==> src/rtl/seg7_frame_feeder_pkg.sv <==
// -----------------------------------------------------------------------------
// seg7_frame_feeder_pkg
// Shared definitions for the 7-segment frame feeder: segment patterns, the
// scan FSM state encoding and the BCD-to-segment lookup.
// Segment byte layout: bit0 = a ... bit6 = g, bit7 = dp (active-high, before
// any common-anode inversion).
// -----------------------------------------------------------------------------
package seg7_frame_feeder_pkg;

  localparam logic [7:0] SEG_OFF  = 8'h00;
  localparam logic [7:0] SEG_DASH = 8'h40;
  localparam logic [7:0] SEG_DP   = 8'h80;

  typedef enum logic [0:0] {
    ST_BLANK = 1'b0,
    ST_SCAN  = 1'b1
  } state_e;

  // Digits 0..9 map to their glyphs; any other nibble shows a dash so that
  // corrupted countdown data is visible rather than silently looking like a digit.
  function automatic logic [7:0] bcd_to_seg7(input logic [3:0] nibble);
    logic [7:0] seg;
    case (nibble)
      4'd0:    seg = 8'h3F;
      4'd1:    seg = 8'h06;
      4'd2:    seg = 8'h5B;
      4'd3:    seg = 8'h4F;
      4'd4:    seg = 8'h66;
      4'd5:    seg = 8'h6D;
      4'd6:    seg = 8'h7D;
      4'd7:    seg = 8'h07;
      4'd8:    seg = 8'h7F;
      4'd9:    seg = 8'h6F;
      default: seg = SEG_DASH;
    endcase
    return seg;
  endfunction

endpackage

==> src/rtl/seg7_frame_feeder_if.sv <==
// -----------------------------------------------------------------------------
// seg7_frame_feeder_if
// Bundles the feeder's data/strobe inputs and its driver-facing outputs.
//   digit_bcd   : BCD digits, [3:0] least significant
//   dp_mask     : decimal point enable per digit
//   blank       : level, 1 = display off
//   load        : 1-cycle pulse, capture digit_bcd/dp_mask
//   frame_tick  : 1-cycle pulse at each 595 refresh boundary
//   o_buf       : segment byte to the 74HC595 driver
//   o_digit_sel : one-hot digit enable
//   o_frame_cnt : wrapping count of applied frames
// master = producer of digits/strobes, slave = the feeder itself.
// -----------------------------------------------------------------------------
interface seg7_frame_feeder_if #(
  parameter int NUM_DIGITS = 2
);
  logic [4*NUM_DIGITS-1:0] digit_bcd;
  logic [NUM_DIGITS-1:0]   dp_mask;
  logic                    blank;
  logic                    load;
  logic                    frame_tick;
  logic [7:0]              o_buf;
  logic [NUM_DIGITS-1:0]   o_digit_sel;
  logic [7:0]              o_frame_cnt;

  modport master (
    output digit_bcd, dp_mask, blank, load, frame_tick,
    input  o_buf, o_digit_sel, o_frame_cnt
  );

  modport slave (
    input  digit_bcd, dp_mask, blank, load, frame_tick,
    output o_buf, o_digit_sel, o_frame_cnt
  );
endinterface

==> src/rtl/seg7_frame_feeder_lzb_decode.sv <==
// -----------------------------------------------------------------------------
// seg7_frame_feeder_lzb_decode
// Combinational: picks digit idx_i out of the committed digits and produces
// its raw (non-inverted) segment byte, including decimal point and optional
// leading-zero blanking.
//   digits_i : committed BCD digits
//   dp_i     : committed decimal point mask
//   idx_i    : digit being displayed
//   seg_o    : raw segment byte
// -----------------------------------------------------------------------------
module seg7_frame_feeder_lzb_decode
  import seg7_frame_feeder_pkg::*;
#(
  parameter int NUM_DIGITS = 2,
  parameter int LZ_BLANK   = 1,
  parameter int IDX_W      = 1
) (
  input  logic [4*NUM_DIGITS-1:0] digits_i,
  input  logic [NUM_DIGITS-1:0]   dp_i,
  input  logic [IDX_W-1:0]        idx_i,
  output logic [7:0]              seg_o
);

  logic [3:0] nib_s;
  logic       lz_s;
  logic [7:0] glyph_s;

  // A digit above the LSD is blanked only when it and every higher digit are
  // literal zero; an invalid nibble counts as non-zero, so it stops blanking.
  always_comb begin
    nib_s = digits_i[idx_i*4 +: 4];
    lz_s  = (LZ_BLANK != 0) && (idx_i != {IDX_W{1'b0}});
    for (int j = 0; j < NUM_DIGITS; j++) begin
      lz_s = lz_s && !((j >= int'(idx_i)) && (digits_i[j*4 +: 4] != 4'd0));
    end
    glyph_s = lz_s ? SEG_OFF : bcd_to_seg7(nib_s);
    seg_o   = glyph_s | (dp_i[idx_i] ? SEG_DP : SEG_OFF);
  end

endmodule

==> src/rtl/seg7_frame_feeder.sv <==
// -----------------------------------------------------------------------------
// seg7_frame_feeder
// Upstream feeder for the 74HC595 serial driver. Holds NUM_DIGITS BCD digits
// and time-multiplexes them into the driver's parallel byte, changing outputs
// only on frame_tick so each shifted frame carries one consistent pattern.
//   clk   : system clock
//   rst_n : async active-low reset
//   bus   : seg7_frame_feeder_if.slave (digits, strobes, driver outputs)
// Buffering: load -> shadow; frame_tick -> shadow copied to committed and the
// registered outputs recomputed from that new committed value.
// Scan: a frame on which the FSM leaves BLANK is still shown dark; digit 0
// appears from the following frame and each digit holds HOLD_FRAMES frames.
// -----------------------------------------------------------------------------
module seg7_frame_feeder
  import seg7_frame_feeder_pkg::*;
#(
  parameter int NUM_DIGITS   = 2,
  parameter int HOLD_FRAMES  = 4,
  parameter int COMMON_ANODE = 0,
  parameter int LZ_BLANK     = 1
) (
  input  logic               clk,
  input  logic               rst_n,
  seg7_frame_feeder_if.slave bus
);

  localparam int IDX_W  = (NUM_DIGITS > 1) ? $clog2(NUM_DIGITS) : 1;
  localparam int HOLD_W = $clog2(HOLD_FRAMES + 1);
  localparam logic [7:0] BUF_INV = (COMMON_ANODE != 0) ? 8'hFF : 8'h00;
  localparam logic [NUM_DIGITS-1:0] SEL_INV =
    (COMMON_ANODE != 0) ? {NUM_DIGITS{1'b1}} : {NUM_DIGITS{1'b0}};

  logic [4*NUM_DIGITS-1:0] shadow_bcd_q, shadow_bcd_d;
  logic [NUM_DIGITS-1:0]   shadow_dp_q, shadow_dp_d;
  logic [4*NUM_DIGITS-1:0] comm_bcd_q, comm_bcd_d;
  logic [NUM_DIGITS-1:0]   comm_dp_q, comm_dp_d;
  state_e                  state_q, state_d;
  logic [IDX_W-1:0]        idx_q, idx_d;
  logic [HOLD_W-1:0]       hold_q, hold_d;
  logic [7:0]              buf_q, buf_d;
  logic [NUM_DIGITS-1:0]   sel_q, sel_d;
  logic [7:0]              cnt_q, cnt_d;
  logic [7:0]              seg_s;
  logic                    show_s;

  // Decode from the value being committed this cycle, not the stale one.
  seg7_frame_feeder_lzb_decode #(
    .NUM_DIGITS (NUM_DIGITS),
    .LZ_BLANK   (LZ_BLANK),
    .IDX_W      (IDX_W)
  ) u_decode (
    .digits_i (comm_bcd_d),
    .dp_i     (comm_dp_d),
    .idx_i    (idx_q),
    .seg_o    (seg_s)
  );

  // State, buffer and output registers.
  always_ff @(posedge clk or negedge rst_n) begin
    if (!rst_n) begin
      shadow_bcd_q <= {4*NUM_DIGITS{1'b0}};
      shadow_dp_q  <= {NUM_DIGITS{1'b0}};
      comm_bcd_q   <= {4*NUM_DIGITS{1'b0}};
      comm_dp_q    <= {NUM_DIGITS{1'b0}};
      state_q      <= ST_BLANK;
      idx_q        <= {IDX_W{1'b0}};
      hold_q       <= {HOLD_W{1'b0}};
      buf_q        <= SEG_OFF ^ BUF_INV;
      sel_q        <= SEL_INV;
      cnt_q        <= 8'h00;
    end else begin
      shadow_bcd_q <= shadow_bcd_d;
      shadow_dp_q  <= shadow_dp_d;
      comm_bcd_q   <= comm_bcd_d;
      comm_dp_q    <= comm_dp_d;
      state_q      <= state_d;
      idx_q        <= idx_d;
      hold_q       <= hold_d;
      buf_q        <= buf_d;
      sel_q        <= sel_d;
      cnt_q        <= cnt_d;
    end
  end

  // Next-state: shadow capture, frame commit, scan FSM and output recompute.
  always_comb begin
    shadow_bcd_d = shadow_bcd_q;
    shadow_dp_d  = shadow_dp_q;
    comm_bcd_d   = comm_bcd_q;
    comm_dp_d    = comm_dp_q;
    state_d      = state_q;
    idx_d        = idx_q;
    hold_d       = hold_q;
    buf_d        = buf_q;
    sel_d        = sel_q;
    cnt_d        = cnt_q;
    show_s       = 1'b0;

    if (bus.load) begin
      shadow_bcd_d = bus.digit_bcd;
      shadow_dp_d  = bus.dp_mask;
    end else begin
      shadow_bcd_d = shadow_bcd_q;
      shadow_dp_d  = shadow_dp_q;
    end

    if (bus.frame_tick) begin
      // A coincident load is not yet in shadow_q, so it waits one frame.
      comm_bcd_d = shadow_bcd_q;
      comm_dp_d  = shadow_dp_q;
      cnt_d      = cnt_q + 8'd1;
      case (state_q)
        ST_BLANK: begin
          show_s = 1'b0;
          if (!bus.blank) begin
            state_d = ST_SCAN;
            idx_d   = {IDX_W{1'b0}};
            hold_d  = {HOLD_W{1'b0}};
          end else begin
            state_d = ST_BLANK;
          end
        end
        ST_SCAN: begin
          if (bus.blank) begin
            show_s  = 1'b0;
            state_d = ST_BLANK;
            idx_d   = {IDX_W{1'b0}};
            hold_d  = {HOLD_W{1'b0}};
          end else begin
            show_s = 1'b1;
            if (hold_q == HOLD_W'(HOLD_FRAMES - 1)) begin
              hold_d = {HOLD_W{1'b0}};
              if (idx_q == IDX_W'(NUM_DIGITS - 1)) begin
                idx_d = {IDX_W{1'b0}};
              end else begin
                idx_d = idx_q + IDX_W'(1);
              end
            end else begin
              hold_d = hold_q + HOLD_W'(1);
            end
          end
        end
        default: begin
          show_s  = 1'b0;
          state_d = ST_BLANK;
          idx_d   = {IDX_W{1'b0}};
          hold_d  = {HOLD_W{1'b0}};
        end
      endcase
      // Digit enable stays on even when the decoder blanks the segments.
      buf_d = (show_s ? seg_s : SEG_OFF) ^ BUF_INV;
      sel_d = (show_s ? (NUM_DIGITS'(1) << idx_q) : {NUM_DIGITS{1'b0}}) ^ SEL_INV;
    end else begin
      comm_bcd_d = comm_bcd_q;
      comm_dp_d  = comm_dp_q;
    end
  end

  assign bus.o_buf       = buf_q;
  assign bus.o_digit_sel = sel_q;
  assign bus.o_frame_cnt = cnt_q;

endmodule

==> src/flat_wrapper.sv <==
// flat-port wrapper written by rule: the top's interface ports become plain ports
module seg7_frame_feeder_flat import seg7_frame_feeder_pkg::*;
#(
  parameter int NUM_DIGITS   = 2,
  parameter int HOLD_FRAMES  = 4,
  parameter int COMMON_ANODE = 0,
  parameter int LZ_BLANK     = 1
)
  (clk, rst_n, bus_digit_bcd, bus_dp_mask, bus_blank, bus_load, bus_frame_tick, bus_o_buf, bus_o_digit_sel, bus_o_frame_cnt);
  seg7_frame_feeder_if #(.NUM_DIGITS(NUM_DIGITS)) bus_i ();
  input  logic clk;
  input  logic rst_n;
  input wire logic [$bits(bus_i.digit_bcd)-1:0] bus_digit_bcd;
  input wire logic [$bits(bus_i.dp_mask)-1:0] bus_dp_mask;
  input wire logic [$bits(bus_i.blank)-1:0] bus_blank;
  input wire logic [$bits(bus_i.load)-1:0] bus_load;
  input wire logic [$bits(bus_i.frame_tick)-1:0] bus_frame_tick;
  output wire logic [$bits(bus_i.o_buf)-1:0] bus_o_buf;
  output wire logic [$bits(bus_i.o_digit_sel)-1:0] bus_o_digit_sel;
  output wire logic [$bits(bus_i.o_frame_cnt)-1:0] bus_o_frame_cnt;
  assign bus_i.digit_bcd = bus_digit_bcd;
  assign bus_i.dp_mask = bus_dp_mask;
  assign bus_i.blank = bus_blank;
  assign bus_i.load = bus_load;
  assign bus_i.frame_tick = bus_frame_tick;
  assign bus_o_buf = bus_i.o_buf;
  assign bus_o_digit_sel = bus_i.o_digit_sel;
  assign bus_o_frame_cnt = bus_i.o_frame_cnt;
  seg7_frame_feeder #(.NUM_DIGITS(NUM_DIGITS), .HOLD_FRAMES(HOLD_FRAMES), .COMMON_ANODE(COMMON_ANODE), .LZ_BLANK(LZ_BLANK)) u_core (.clk(clk), .rst_n(rst_n), .bus(bus_i));
endmodule
==> config.mk <==
export PLATFORM = sky130hd
export DESIGN_NAME = seg7_frame_feeder_flat
export DESIGN_NICKNAME = d
export VERILOG_FILES = /design/src/rtl/seg7_frame_feeder_pkg.sv /design/src/rtl/seg7_frame_feeder_if.sv /design/src/rtl/seg7_frame_feeder_lzb_decode.sv /design/src/rtl/seg7_frame_feeder.sv /design/src/flat_wrapper.sv
export SDC_FILE = /design/constraint.sdc
export NUM_CORES = 1
export LEC_CHECK = 0
export BUFFER_PORTS_ARGS = -buffer_cell sky130_fd_sc_hd__buf_2
export CAP_MARGIN = 5
export CELL_PAD_IN_SITES_DETAIL_PLACEMENT = 1
export CELL_PAD_IN_SITES_GLOBAL_PLACEMENT = 1
export CORE_AREA = 2 2 64 78
export CTS_CLUSTER_SIZE = 28
export DETAILED_ROUTE_END_ITERATION = 8
export DIE_AREA = 0 0 66 80
export PLACE_DENSITY_LB_ADDON = 0.1
export RECOVER_POWER = 50
export SLEW_MARGIN = 10
export SYNTH_ARGS = -nofsm -noshare
export SYNTH_HDL_FRONTEND = slang
export SYNTH_SLANG_ARGS = --single-unit
==> constraint.sdc <==
create_clock -name clk -period 2.8 [get_ports clk]
set_input_delay 0.28 -clock clk [delete_from_list [all_inputs] [get_ports clk]]
set_output_delay 0.28 -clock clk [all_outputs]
set_load 0.005 [all_outputs]
* Word level (Yosys, flattened, before mapping)
Memories as Yosys holds them, arrays and structs flattened.
Index checks and enable logic that the tools add are counted.
** Operators by class
- Add/sub/neg operators :: 3
- Order comparisons :: 2
- Equal/unequal tests :: 3
- Shifts and indexed selects :: 2
- Multiplexer cells :: 20
- Bitwise gates (word level) :: 2
- Reduce and logical (&&, ||, !) cells :: 9
** Operators by type and width (number)
- 8-bit two-way mux :: 4
- 3-bit two-way mux :: 3
- 8-bit by 1-bit adder with 8-bit output (second input constant) :: 1
- 1-bit two-way mux :: 8
- 8-bit OR :: 1
- 4-bit nonzero test :: 2
- 8-bit by 4-bit indexed part select with 4-bit output :: 1
- 3-bit case mux with 2 select lines :: 1
- 2-bit two-way mux :: 2
- 1-bit case mux with 2 select lines :: 2
- 3-bit by 1-bit adder with 3-bit output (second input constant) :: 1
- 3-bit by 2-bit == test with 1-bit output (second input constant) :: 1
- 1-bit logical AND :: 3
- 3-bit inequality test (second input constant) :: 1
- 3-bit AND reduction :: 1
- 1-bit logical NOT :: 2
- 1-bit by 2-bit less-than comparator with 1-bit output (second input constant) :: 1
- 2-bit inequality test (second input constant) :: 1
- 2-bit AND reduction :: 1
- 1-bit by 1-bit left shift with 2-bit output (first input constant) :: 1
- 1-bit adder (second input constant) :: 1
- 1-bit greater-or-equal comparator (first input constant) :: 1
- 1-bit NOT :: 1
** Word-level totals
- Flip-flop bits (word level) :: 43
- Bits in read-only memories :: 112
- Input port bits :: 15
- Output and inout port bits :: 18
- Word-level logic and storage cells :: 52
- Memories :: 1
** Memories
- (no name shown) :: depth 16, width 7, read ports 1, clocked after memory_dff 0, write ports 0, line seg7_frame_feeder_pkg.sv:23 : case (nibble)

* Logic depth before layout (Yosys ltp)
Gate-level depths: netlist of the first run.
- Word-level depth :: 9
- Depth in mapped cells :: 9
- Mapped depth without buffers :: 8

* Cells and area by module
A second synthesis of the first run with hierarchy kept.
** Second synthesis, totals
- Cell total of the unflattened synthesis :: 166
- Area total of the unflattened synthesis :: 2030.7 µm²
** By module, submodules not included
- seg7_frame_feeder :: times used 1, cells an instance 132, area each 1712.9 µm², sequential area each 1076.0 µm²
- seg7_frame_feeder_lzb_decode :: times used 1, cells an instance 34, area each 317.8 µm², sequential area each 0.0 µm²

* Least setup slack after synthesis of the first run
Ideal clock, no wire load.
- Path type :: input port to flip-flop
- From :: input port bus_frame_tick
- To :: register u_core.buf_q[3] (netlist: u_core.bus.o_buf[3])
- Setup time :: 124 ps
- Arrival time :: 1851 ps
- Data required time :: 2676 ps
- Setup slack :: 825 ps
- Stages on the path :: 8
- Buffers on the path :: 2
- Cell sequence :: buf_6 -> buf_2 -> mux2_2 -> o21ai_0 -> ha_1 -> nand2b_1 -> a21oi_1 -> o2bb2ai_1
** Between the ends
- Longest elaborated chain between the ends :: 9
- Elaborated cells on any way between the ends :: 13
- Those cells by class :: shift: 1; mux: 3; bitwise: 1; reduce/logical: 7; memory: 1
** RTL lines
- start, declared :: line flat_wrapper.sv:17 : input wire logic [$bits(bus_i.frame_tick)-1:0] bus_frame_tick;
- 8-bit two-way mux * :: line seg7_frame_feeder.sv:107 : if (bus.frame_tick) begin
- via u_core.comm_bcd_d[0] :: line seg7_frame_feeder.sv:35 : logic [4*NUM_DIGITS-1:0] comm_bcd_q, comm_bcd_d;
- parallel branches: the longest is 5 deep, another holds memory read 16 x 7 bit
- 8-bit two-way mux * :: line seg7_frame_feeder_lzb_decode.sv:36 : glyph_s = lz_s ? SEG_OFF : bcd_to_seg7(nib_s);
- 8-bit OR * :: line seg7_frame_feeder_lzb_decode.sv:37 : seg_o = glyph_s | (dp_i[idx_i] ? SEG_DP : SEG_OFF);
- 8-bit two-way mux * :: line seg7_frame_feeder.sv:151 : buf_d = (show_s ? seg_s : SEG_OFF) ^ BUF_INV;
- end signal, assigned :: line seg7_frame_feeder.sv:68 : buf_q <= SEG_OFF ^ BUF_INV;
- end signal, assigned :: line seg7_frame_feeder.sv:79 : buf_q <= buf_d;
- end, declared :: line seg7_frame_feeder.sv:40 : logic [7:0] buf_q, buf_d;
Mark *: on every way through the listed nets, which the timed path passes.
A chain may end at the register's enable or synchronous reset.

* Final worst setup path of the first run
- From :: register u_core.idx_q
- To :: register u_core.buf_q[3] (netlist: u_core.bus.o_buf[3])
** Between the ends
- Longest elaborated chain between the ends :: 8
- Elaborated cells on any way between the ends :: 10
- Those cells by class :: order compare: 1; shift: 1; mux: 2; bitwise: 1; reduce/logical: 4; memory: 1
** RTL lines
- start, declared :: line seg7_frame_feeder.sv:38 : logic [IDX_W-1:0] idx_q, idx_d;
- start signal, assigned :: line seg7_frame_feeder.sv:66 : idx_q <= {IDX_W{1'b0}};
- start signal, assigned :: line seg7_frame_feeder.sv:77 : idx_q <= idx_d;
- parallel branches: the longest is 5 deep, another holds memory read 16 x 7 bit
- 8-bit two-way mux * :: line seg7_frame_feeder_lzb_decode.sv:36
- 8-bit OR * :: line seg7_frame_feeder_lzb_decode.sv:37
- 8-bit two-way mux * :: line seg7_frame_feeder.sv:151
Mark *: on every way between the ends.

==> results of run 1 <==
[cells in the mapped netlist (all sizes together), types with 4 or more instances]
cell type | number | area share
a21oi | 4 | 0.010
buf | 4 | 0.012
dfrtp | 43 | 0.55
ha | 8 | 0.051
inv | 7 | 0.013
mux2 | 20 | 0.12
nand2 | 9 | 0.017
nand2b | 5 | 0.016
nor2 | 5 | 0.0096
o21ai | 5 | 0.013
o2bb2ai | 7 | 0.031
xnor2 | 6 | 0.027
[kinds of logic (layout without fill, tap and decap cells)]
logic type	Yosys count	in the layout	synth area share
multiplexers	26	26	0.1656
AO/OA/AOI/OAI	24	24	0.09114
AND/OR/NAND/NOR	31	31	0.07895
XOR/XNOR	7	7	0.03145
buffers and inverters	13	48	0.02953
flip-flops	43	43	0.5520
adder cells (fa/ha/maj)	8	8	0.05135
[routing by layer]
layer,vias to the layer above,track usage
met2,27,0.2808
met1,649,0.2004
met4,0,0.05510
li1,611,-
met3,6,0.04654
met5,-,0
[registers in the layout, summed over array words and instances (netlist names)]
| register | cells |
|---|---|
| u_core.bus.o_digit_sel | 2 |
| u_core.comm_dp_q | 2 |
| u_core.comm_bcd_q | 8 |
| u_core.shadow_dp_q | 2 |
| u_core.bus.o_buf | 8 |
| u_core.idx_q | 1 |
| u_core.bus.o_frame_cnt | 8 |
| u_core.shadow_bcd_q | 8 |
| u_core.state_q | 1 |
| u_core.hold_q | 3 |
[final timing paths]
path / cells past startpoint / to / slack [ns] / startpoint
setup / recovery: 7 / u_core.bus.o_buf[3]$_DFFE_PN0P_ / 0.75 / u_core.idx_q$_DFFE_PN0P_
hold / removal: 2 / u_core.state_q$_DFFE_PN0P_ / 0.20 / bus_blank
setup reg to reg: 7 / u_core.bus.o_buf[3]$_DFFE_PN0P_ / 0.75 / u_core.idx_q$_DFFE_PN0P_
hold reg to reg: 1 / u_core.bus.o_frame_cnt[7]$_DFFE_PN0P_ / 0.47 / u_core.bus.o_frame_cnt[7]$_DFFE_PN0P_
max in group asynchronous: 1 / u_core.shadow_bcd_q[5]$_DFFE_PN0P_ / 0.87 / rst_n
min in group asynchronous: 1 / u_core.bus.o_frame_cnt[4]$_DFFE_PN0P_ / 0.65 / rst_n
[per-stage QoR]
| step | cells | power, mW |
|---|---|---|
| CTS | 245 | 1.700 |
| detailed placement | 237 | 1.200 |
| floorplan | 152 | 1.044 |
| global placement | 237 | 1.172 |
| global route | 245 | 1.781 |
| finish | 245 | 1.666 |
[area by class of cell]
class / instances / area (µm²)
fillers: 494 / 2256
flip-flops and latches: 43 / 1076
multi-input cells: 96 / 815.8
repair buffers: 33 / 162.7
clock buffers: 6 / 82.58
well taps: 58 / 72.57
clock inverters: 2 / 35.03
inverters: 7 / 26.28
[worst max-delay path: stages (launching register included)]
cell and delay [ns]:
dfrtp_1 0.62, inv_1 0.13, or2_2 0.31, o21ai_0 0.18
ha_1 0.33, nand2b_1 0.15, a21oi_1 0.15, o2bb2ai_1 0.07
[report_power, final]
group	internal (mW)	total, mW	leakage (nW)	switching, mW
Clock	0.288	0.490	0.0612	0.201
Combinational	0.185	0.358	0.460	0.173
Sequential	0.727	0.818	0.533	0.0913
==> flow_summary_export.csv, run 1 <==
group,metric,value,unit
layout,most-common-layout-cells,"dfrtp_1, buf_2, mux2_2",
synthesis,ys_async_sr_fraction,1.000,
job,drv_cap,1,
layout,final_common_cell,"dfrtp_1",
synthesis,synth-main-ff-cell,"dfrtp_1",
run_status,status,"finished with violations",
layout,final_area,2271,µm²
synthesis,netlist_area,1949,µm²
route,drc,0,
synthesis,synth_edf_count,0,
floorplanning,die_y,80,µm
worst_setup_path,cp.arrival,2.23,ns
sta,slew_violations,44,
route,drtIter0Drc,51,
sta,setup_viol,0,
place,pre_cts_slack,0.6096,ns
synthesis,yosysSeqAreaShare,0.5520,
route,vias,1293,
worst_setup_path,crit_path_end_kind,"flop",
route,route.met3.wl,171,µm
sta,rsz0062_at_grt,"no",
clock_network,htree_levels,2,
grt,antenna_found_initial,0,
floorplanning,fp.dieW,66,µm
clock_network,clock_latency,0.29,ns
route,wl_met2,1.925,mm
floorplanning,row_count,27,
route,routed_via_density,5.278,
worst_setup_path,cp_max_fo,12,
power_and_ir_drop,power_density,733.6,nW/µm²
place,io_buffers,32,
sta,fmax,487.7,MHz
grt,grt_overflow_total,0,
grt,grtUsageTotal,0.1652,
route,ant_nets,0,
sta,setup_total_negative_slack,0,ns
clock_network,postCtsResizedCells,0,
sta,worstMarginPinSlew,2.249,ns
worst_setup_path,path_class,"reg2reg",
grt,grt_pass1_vias,1340,
route,routed.top_layer,"met4",
place,placed_area,2158,µm²
hold_path,min_path_type,"in2reg",
clock_network,ctsLongestPathBuffers,2,
clock_network,clock-sinks,43,
worst_setup_path,cp-start-kind,"flop",
place,gp_congestion,0.7325,
route,drt_pass1_iterations,4,
clock_network,cts_made_buffers,5,
sta,whs,0.1989,ns
sta,period_minus_slack,2.051,ns
layout,nNetsFinal,209,
worst_setup_path,crit_required,2.98,ns
synthesis,ys_types,30,
synthesis,syn_nets,175,
clock_network,clk_pin_slew,0.08,ns
grt,grt_first_pass_wirelength,6.486,mm
clock_network,cts_setup_buffers,0,
sta,setup_slack,0.7494,ns
layout,syn_to_final_growth,16.50,%
synthesis,ys_warn_count,0,
power_and_ir_drop,p_leak,1.055,nW
route,routed_wl,3.804,mm
synthesis,syn_avg_cell_area,12.82,µm²
layout,drive_gt1_frac,0.3155,
run_status,failed_checks,"max-capacitance violations, max-slew violations",
synthesis,synthCells,152,
clock_network,cts_tree,"yes",
sta,hold_viol_final,0,
synthesis,ys_ff_latch,43,
sta,slew_headroom,-0.4993,
grt,grt_max_degree,44,
sta,worst_clock_skew,0.008712,ns
route,wl_per_cell,15.53,µm
layout,utilization,0.5017,
layout,antenna_cells,0,
floorplanning,coreArea,4527,µm²
floorplanning,dieArea,5280,µm²
clock_network,cts_root_buf,"clkbuf_8",
floorplanning,ios,33,
floorplanning,start_util,0.4306,
clock_network,cts.hold.buffers_added,0,
route,wl_met1,1.652,mm
sta,post-route-period-util,0.7324,
place,dp_hpwl,2.887,mm
power_and_ir_drop,peakVddDrop,0.4205,mV
(Power assumes the default switching activity.)
==> run 2: changes to the inputs <==
==> constraint.sdc (replaced) <==
create_clock -name clk -period 2 [get_ports clk]
set_input_delay 0.2 -clock clk [delete_from_list [all_inputs] [get_ports clk]]
set_output_delay 0.2 -clock clk [all_outputs]
set_load 0.005 [all_outputs]
==> run 2 against run 1 <==
The flow now finishes without violations. Sequential cell count unchanged. Register-to-register slack worse by 0.61 ns. Combinational power up 44%. Non-clock buffer count up 6.
==> flow_summary_export.csv, run 2 (same netlist as run 1, synthesis figures left out) <==
group,metric,value,unit
worst_setup_path,crit_required,2.17,ns
clock_network,clk_pin_slew,0.07,ns
layout,syn_to_final_growth,16.69,%
sta,period_minus_slack,1.856,ns
route,drt_pass1_iterations,4,
sta,slew_headroom,0.2111,
sta,worst_clock_skew,0.004027,ns
route,drc,0,
sta,rsz0062_at_grt,"no",
power_and_ir_drop,power_frac_comb,0.240,
floorplanning,row_count,27,
worst_setup_path,path_class,"reg2reg",
layout,drive_gt1_frac,0.3089,
worst_setup_path,crit_path_end_kind,"flop",
power_and_ir_drop,p_sw_frac,0.2923,
layout,most-common-layout-cells,"dfrtp_1, buf_2, mux2_2",
worst_setup_path,cp_max_fo,4,
route,ant_nets,0,
grt,grtUsageTotal,0.1668,
route,drtIter0Drc,55,
floorplanning,fp.dieW,66,µm
floorplanning,ios,33,
power_and_ir_drop,p_int,1.521,mW
sta,hold_viol_final,0,
clock_network,htree_levels,2,
place,dp_hpwl,2.980,mm
sta,fmax,538.7,MHz
grt,antenna_found_initial,0,
route,vias,1297,
route,wl_per_cell,15.25,µm
worst_setup_path,cp-start-kind,"flop",
floorplanning,dieArea,5280,µm²
power_and_ir_drop,seq_power_share,0.533,
clock_network,clock_latency,0.29,ns
power_and_ir_drop,p_leak,1.053,nW
power_and_ir_drop,pwr-share-clk,0.227,
power_and_ir_drop,peakVddDrop,0.5935,mV
layout,final_common_cell,"dfrtp_1",
worst_setup_path,cp.arrival,2.03,ns
layout,antenna_cells,0,
place,pre_cts_slack,0.02397,ns
sta,worstMarginPinSlew,1.183,ns
sta,setup_total_negative_slack,0,ns
power_and_ir_drop,power_density,944.6,nW/µm²
route,routed_wl,3.797,mm
clock_network,cts_setup_buffers,0,
sta,setup_viol,0,
floorplanning,start_util,0.4306,
grt,grt_max_degree,24,
job,drv_cap,0,
layout,fillers,502,
route,routed_via_density,5.209,
hold_path,min_path_type,"in2reg",
clock_network,cts_root_buf,"clkbuf_8",
clock_network,cts_made_buffers,5,
sta,slew_violations,0,
sta,post-route-period-util,0.9281,
place,io_buffers,32,
power_and_ir_drop,net-switching-power,0.6281,mW
grt,grt_first_pass_wirelength,6.527,mm
clock_network,ctsLongestPathBuffers,2,
grt,grt_overflow_total,0,
place,gp_congestion,0.8354,
floorplanning,coreArea,4527,µm²
clock_network,cts_tree,"yes",
layout,nNetsFinal,215,
floorplanning,die_y,80,µm
clock_network,clock-sinks,43,
grt,grt_pass1_vias,1363,
sta,setup_slack,0.1437,ns
run_status,status,"finished, final reports clean",
[run 2: cell types whose count changed in the layout (fill, tap and decap cells not counted), sizes merged]
cell,previous run,this run
buf,31,34
bufinv,1,0
clkbuf,8,10
dlygate4sd3,0,1
clkinv,1,0
[run 2: metal layers]
| metal | wire length [µm] | global-route usage |
|---|---|---|
| met5 | 0 | 0 |
| met4 | 72 | 0.07959 |
| met3 | 157 | 0.04372 |
| met2 | 1935 | 0.2788 |
| met1 | 1631 | 0.1978 |
[run 2: worst max-delay path, cell delays in order (launching register included)]
cell and delay [ns]:
dfrtp_1 0.38, mux2_1 0.33, or2_2 0.29, o21ai_2 0.10, ha_1 0.28, nand2b_1 0.15
a21oi_1 0.15, o2bb2ai_1 0.07
[run 2: cell type report]
cell class / count / area, µm² / area share
Sequential cell: 43 / 1076 / 0.4730
Timing Repair Buffer: 39 / 207.7 / 0.09131
Clock buffer: 6 / 72.57 / 0.03190
Tap cell: 58 / 72.57 / 0.03190
Multi-Input combinational cell: 96 / 819.5 / 0.3603
Inverter: 7 / 26.28 / 0.01155
[run 2: path summary, 6_finish.rpt]
kind,start,end,cells past startpoint,slack [ns]
worst min-delay path,bus_blank,u_core.state_q$_DFFE_PN0P_,2,0.12
min in group asynchronous,rst_n,u_core.bus.o_frame_cnt[5]$_DFFE_PN0P_,2,0.67
worst max register to register,u_core.shadow_bcd_q[4]$_DFFE_PN0P_,u_core.bus.o_buf[3]$_DFFE_PN0P_,7,0.14
max in group asynchronous,rst_n,u_core.comm_bcd_q[6]$_DFF_PN0_,3,0.54
worst min register to register,u_core.bus.o_frame_cnt[7]$_DFFE_PN0P_,u_core.bus.o_frame_cnt[7]$_DFFE_PN0P_,1,0.47
worst max-delay path,u_core.shadow_bcd_q[4]$_DFFE_PN0P_,u_core.bus.o_buf[3]$_DFFE_PN0P_,7,0.14
[run 2: per-stage QoR]
step           instances  power [mW]    util  cell area, µm²  hold slack [ns]
2_1_floorplan        152       1.462       -            1949         -0.09559
3_3_place_gp         242       1.653  0.4851            2196           0.1823
3_5_place_dp         242       1.694  0.4851            2196           0.2005
4_1_cts              249       2.203  0.5033            2278           0.1049
5_1_grt              249       2.304  0.5025            2275           0.1134
6_report             249       2.149  0.5025            2275           0.1162
[run 2: power groups by stage]
stage                     Combinational (mW)  Sequential (mW)  Clock (mW)
after floorplan                        0.319             1.14           0
after global placement                 0.502             1.15           0
after detailed placement               0.527             1.17           0
after CTS                              0.534             1.15       0.520
after global routing                   0.579             1.17       0.553
final                                  0.515             1.15       0.487
[run 2: repair_timing]
item                                    CTS  global route
resized for setup                         0             2
endpoints found under the setup margin    0             2
endpoints found under the hold margin    21             0
hold buffers                              1             0
==> run 3: changes to the inputs <==
--- a/config.mk
+++ b/config.mk
@@ -9,13 +9,15 @@
 export CAP_MARGIN = 5
 export CELL_PAD_IN_SITES_DETAIL_PLACEMENT = 1
 export CELL_PAD_IN_SITES_GLOBAL_PLACEMENT = 1
-export CORE_AREA = 2 2 64 78
+export CORE_AREA = 2 2 66 80
 export CTS_CLUSTER_SIZE = 28
 export DETAILED_ROUTE_END_ITERATION = 8
-export DIE_AREA = 0 0 66 80
+export DIE_AREA = 0 0 68 82
+export HOLD_SLACK_MARGIN = 0.15
 export PLACE_DENSITY_LB_ADDON = 0.1
 export RECOVER_POWER = 50
 export SLEW_MARGIN = 10
 export SYNTH_ARGS = -nofsm -noshare
 export SYNTH_HDL_FRONTEND = slang
+export SYNTH_HIERARCHICAL = 1
 export SYNTH_SLANG_ARGS = --single-unit
==> run 3 against run 2 <==
Count of clock-buffer cells in the layout shrank 1. Critical path type unchanged. Synthesized cell count increased by 9.2%. Routed wire length up 11%. Largest cell class unchanged. Critical path depth grew 2. Final cell count is 12% higher. Die area up 5.6%. Synthesized area up 4.2%.
==> flow_summary_export.csv, run 3 <==
group,metric,value,unit
place,placed_cells,259,
power_and_ir_drop,total_power,2.489,mW
worst_setup_path,slowest_stage,"dfrtp_1",
synthesis,ys_async_sr_fraction,1.000,
clock_network,cts_tree,"yes",
route,ant_nets,0,
layout,utilization,0.5217,
synthesis,yosysSeqAreaShare,0.5299,
place,io_buffers,32,
synthesis,synth_common_cells,"dfrtp_1, mux2_2, inv_1",
power_and_ir_drop,pwr-share-clk,0.277,
sta,setup_slack,0.1875,ns
layout,nNetsFinal,240,
route,wl_per_cell,15.04,µm
grt,grtUsageTotal,0.1747,
power_and_ir_drop,net-switching-power,0.7523,mW
synthesis,synth.area.top_cells,"dfrtp_1, mux2_2, ha_1",
sta,setup_total_negative_slack,0,ns
job,drv_cap,0,
floorplanning,row_count,28,
power_and_ir_drop,power_density,986.7,nW/µm²
layout,drive_gt1_frac,0.3409,
worst_setup_path,ff2ff_setup_slack,0.19,ns
worst_setup_path,crit_path_end_kind,"flop",
sta,setup_viol,0,
clock_network,htree_levels,2,
synthesis,syn_nets,187,
route,routed_wl,4.212,mm
power_and_ir_drop,p_sw_frac,0.3023,
floorplanning,start_util,0.4200,
worst_setup_path,cp-start-kind,"flop",
sta,slew_violations,0,
synthesis,ys_ff_latch,43,
route,vias,1399,
synthesis,ys_warn_count,6,
synthesis,synth-main-ff-cell,"dfrtp_1",
synthesis,netlist_area,2031,µm²
synthesis,ys_types,34,
place,dp_hpwl,3.069,mm
synthesis,synth.most_common_cell,"dfrtp_1",
sta,hold_viol_final,0,
clock_network,clk_pin_slew,0.09,ns
power_and_ir_drop,seq_power_share,0.461,
clock_network,ctsLongestPathBuffers,2,
route,drtIter0Drc,28,
layout,final_common_cell,"dfrtp_1",
synthesis,synth_edf_count,0,
sta,period_minus_slack,1.813,ns
synthesis,syn_avg_cell_area,12.23,µm²
floorplanning,die_y,82,µm
grt,grt_pass1_vias,1537,
layout,fin_cells,280,
worst_setup_path,path_class,"reg2reg",
power_and_ir_drop,p_leak,1.154,nW
clock_network,clock-sinks,43,
clock_network,cts_made_buffers,5,
synthesis,synth.largest_area_cell,"dfrtp_1",
synthesis,yosysTopAreaCellShare,0.5299,
route,routed_via_density,4.996,
layout,fillers,532,
synthesis,synthCells,166,
worst_setup_path,crit_required,2.22,ns
layout,syn_to_final_growth,24.21,%
route,drt_pass1_iterations,4,
grt,grt_max_degree,44,
hold_path,min_path_type,"in2reg",
power_and_ir_drop,peakVddDrop,0.4005,mV
grt,grt_first_pass_wirelength,7.314,mm
floorplanning,ios,33,
place,pre_cts_slack,-0.02236,ns
sta,worstMarginPinSlew,1.050,ns
floorplanning,fp.dieW,68,µm
grt,grt_overflow_total,0,
sta,slew_headroom,0.3003,
layout,antenna_cells,0,
sta,post-route-period-util,0.9063,
clock_network,clock_latency,0.30,ns
worst_setup_path,cp.arrival,2.03,ns
layout,most-common-layout-cells,"dfrtp_1, buf_2, mux2_2",
place,gp_congestion,0.8195,
sta,rsz0062_at_grt,"no",
floorplanning,coreArea,4835,µm²
route,drc,0,
floorplanning,dieArea,5576,µm²
power_and_ir_drop,p_int,1.737,mW
sta,worst_clock_skew,0.01366,ns
grt,antenna_found_initial,0,
worst_setup_path,cpPeakStageDelay,0.39,ns
run_status,status,"finished, final reports clean",
power_and_ir_drop,power_frac_comb,0.263,
worst_setup_path,cp_max_fo,8,
sta,fmax,551.7,MHz
worst_setup_path,worstPathCellList,"mux2_2, mux2i_4, inv_1, ha_1, inv_1, o21ai_0, a21oi_1, nand2_1, o21ai_0",
clock_network,cts_root_buf,"clkbuf_8",
## run 3: final timing paths
kind                                                        from  cells after the start                                     to
setup / recovery              u_core/shadow_bcd_q[5]$_DFFE_PN0P_                      9        u_core/bus.o_buf[2]$_DFFE_PN0P_
hold reg to reg            u_core/bus.o_frame_cnt[7]$_DFFE_PN0P_                      1  u_core/bus.o_frame_cnt[7]$_DFFE_PN0P_
max in group asynchronous                                  rst_n                      3        u_core/bus.o_buf[5]$_DFFE_PN0P_
setup reg to reg              u_core/shadow_bcd_q[5]$_DFFE_PN0P_                      9        u_core/bus.o_buf[2]$_DFFE_PN0P_
min in group asynchronous                                  rst_n                      3  u_core/bus.o_frame_cnt[5]$_DFFE_PN0P_
hold / removal                                    bus_frame_tick                      2         u_core/comm_bcd_q[0]$_DFF_PN0_
## run 3: cell families after synthesis
group	Yosys count	synth area share
AO/OA/AOI/OAI	24	0.07702
XOR/XNOR	7	0.03019
flip-flops	43	0.5299
adder cells (fa/ha/maj)	6	0.03697
buffers and inverters	22	0.05052
multiplexers	31	0.1805
AND/OR/NAND/NOR	33	0.09488
## run 3: layer usage
| layer | wire [µm] | track usage | up-vias | share of wire |
|---|---|---|---|---|
| met4 | 42 | 0.05400 | 0 | 0.010 |
| met1 | 1782 | 0.2079 | 696 | 0.42 |
| li1 | - | - | 676 | - |
| met5 | 0 | 0 | - | 0 |
| met3 | 117 | 0.03288 | 5 | 0.028 |
| met2 | 2270 | 0.3136 | 22 | 0.54 |
## run 3: cell type report
class	instances	area (µm²)	share of cell area
clock buffers	5	68.82	0.02728
clock inverters	3	46.29	0.01835
inverters	16	60.06	0.02381
multi-input cells	101	863.3	0.3423
flip-flops and latches	43	1076	0.4266
well taps	60	75.07	0.02976
repair buffers	52	332.8	0.1319
## run 3: critical path, delay by kind of cell, from the launching register on
family / cells / cell delay (ns)
fa+ha+maj: 1 / 0.22
simple gates: 1 / 0.06
mux: 2 / 0.59
compound gates: 3 / 0.32
flops: 1 / 0.39
buf+inv: 2 / 0.15
## run 3: power groups by stage
stage	clock, mW	sequential, mW	combinational (mW)
6_report	0.689	1.15	0.653
4_1_cts	0.709	1.15	0.649
3_5_place_dp	0	1.17	0.627
2_1_floorplan	0	1.15	0.393
5_1_grt	0.748	1.18	0.736
3_3_place_gp	0	1.16	0.594
## run 3: timing repair
action,CTS,global route
setup endpoints to repair,0,3
hold endpoints to repair,54,0
resized for setup,0,3
setup buffers,0,1
hold buffers,12,0
## run 3: through the flow
step | hold WS (ns) | cell area (µm²)
2_1_floorplan | -0.09559 | 2031
3_3_place_gp | 0.3000 | 2276
3_5_place_dp | 0.3049 | 2276
4_1_cts | 0.3554 | 2511
5_1_grt | 0.3483 | 2522
6_report | 0.3557 | 2522
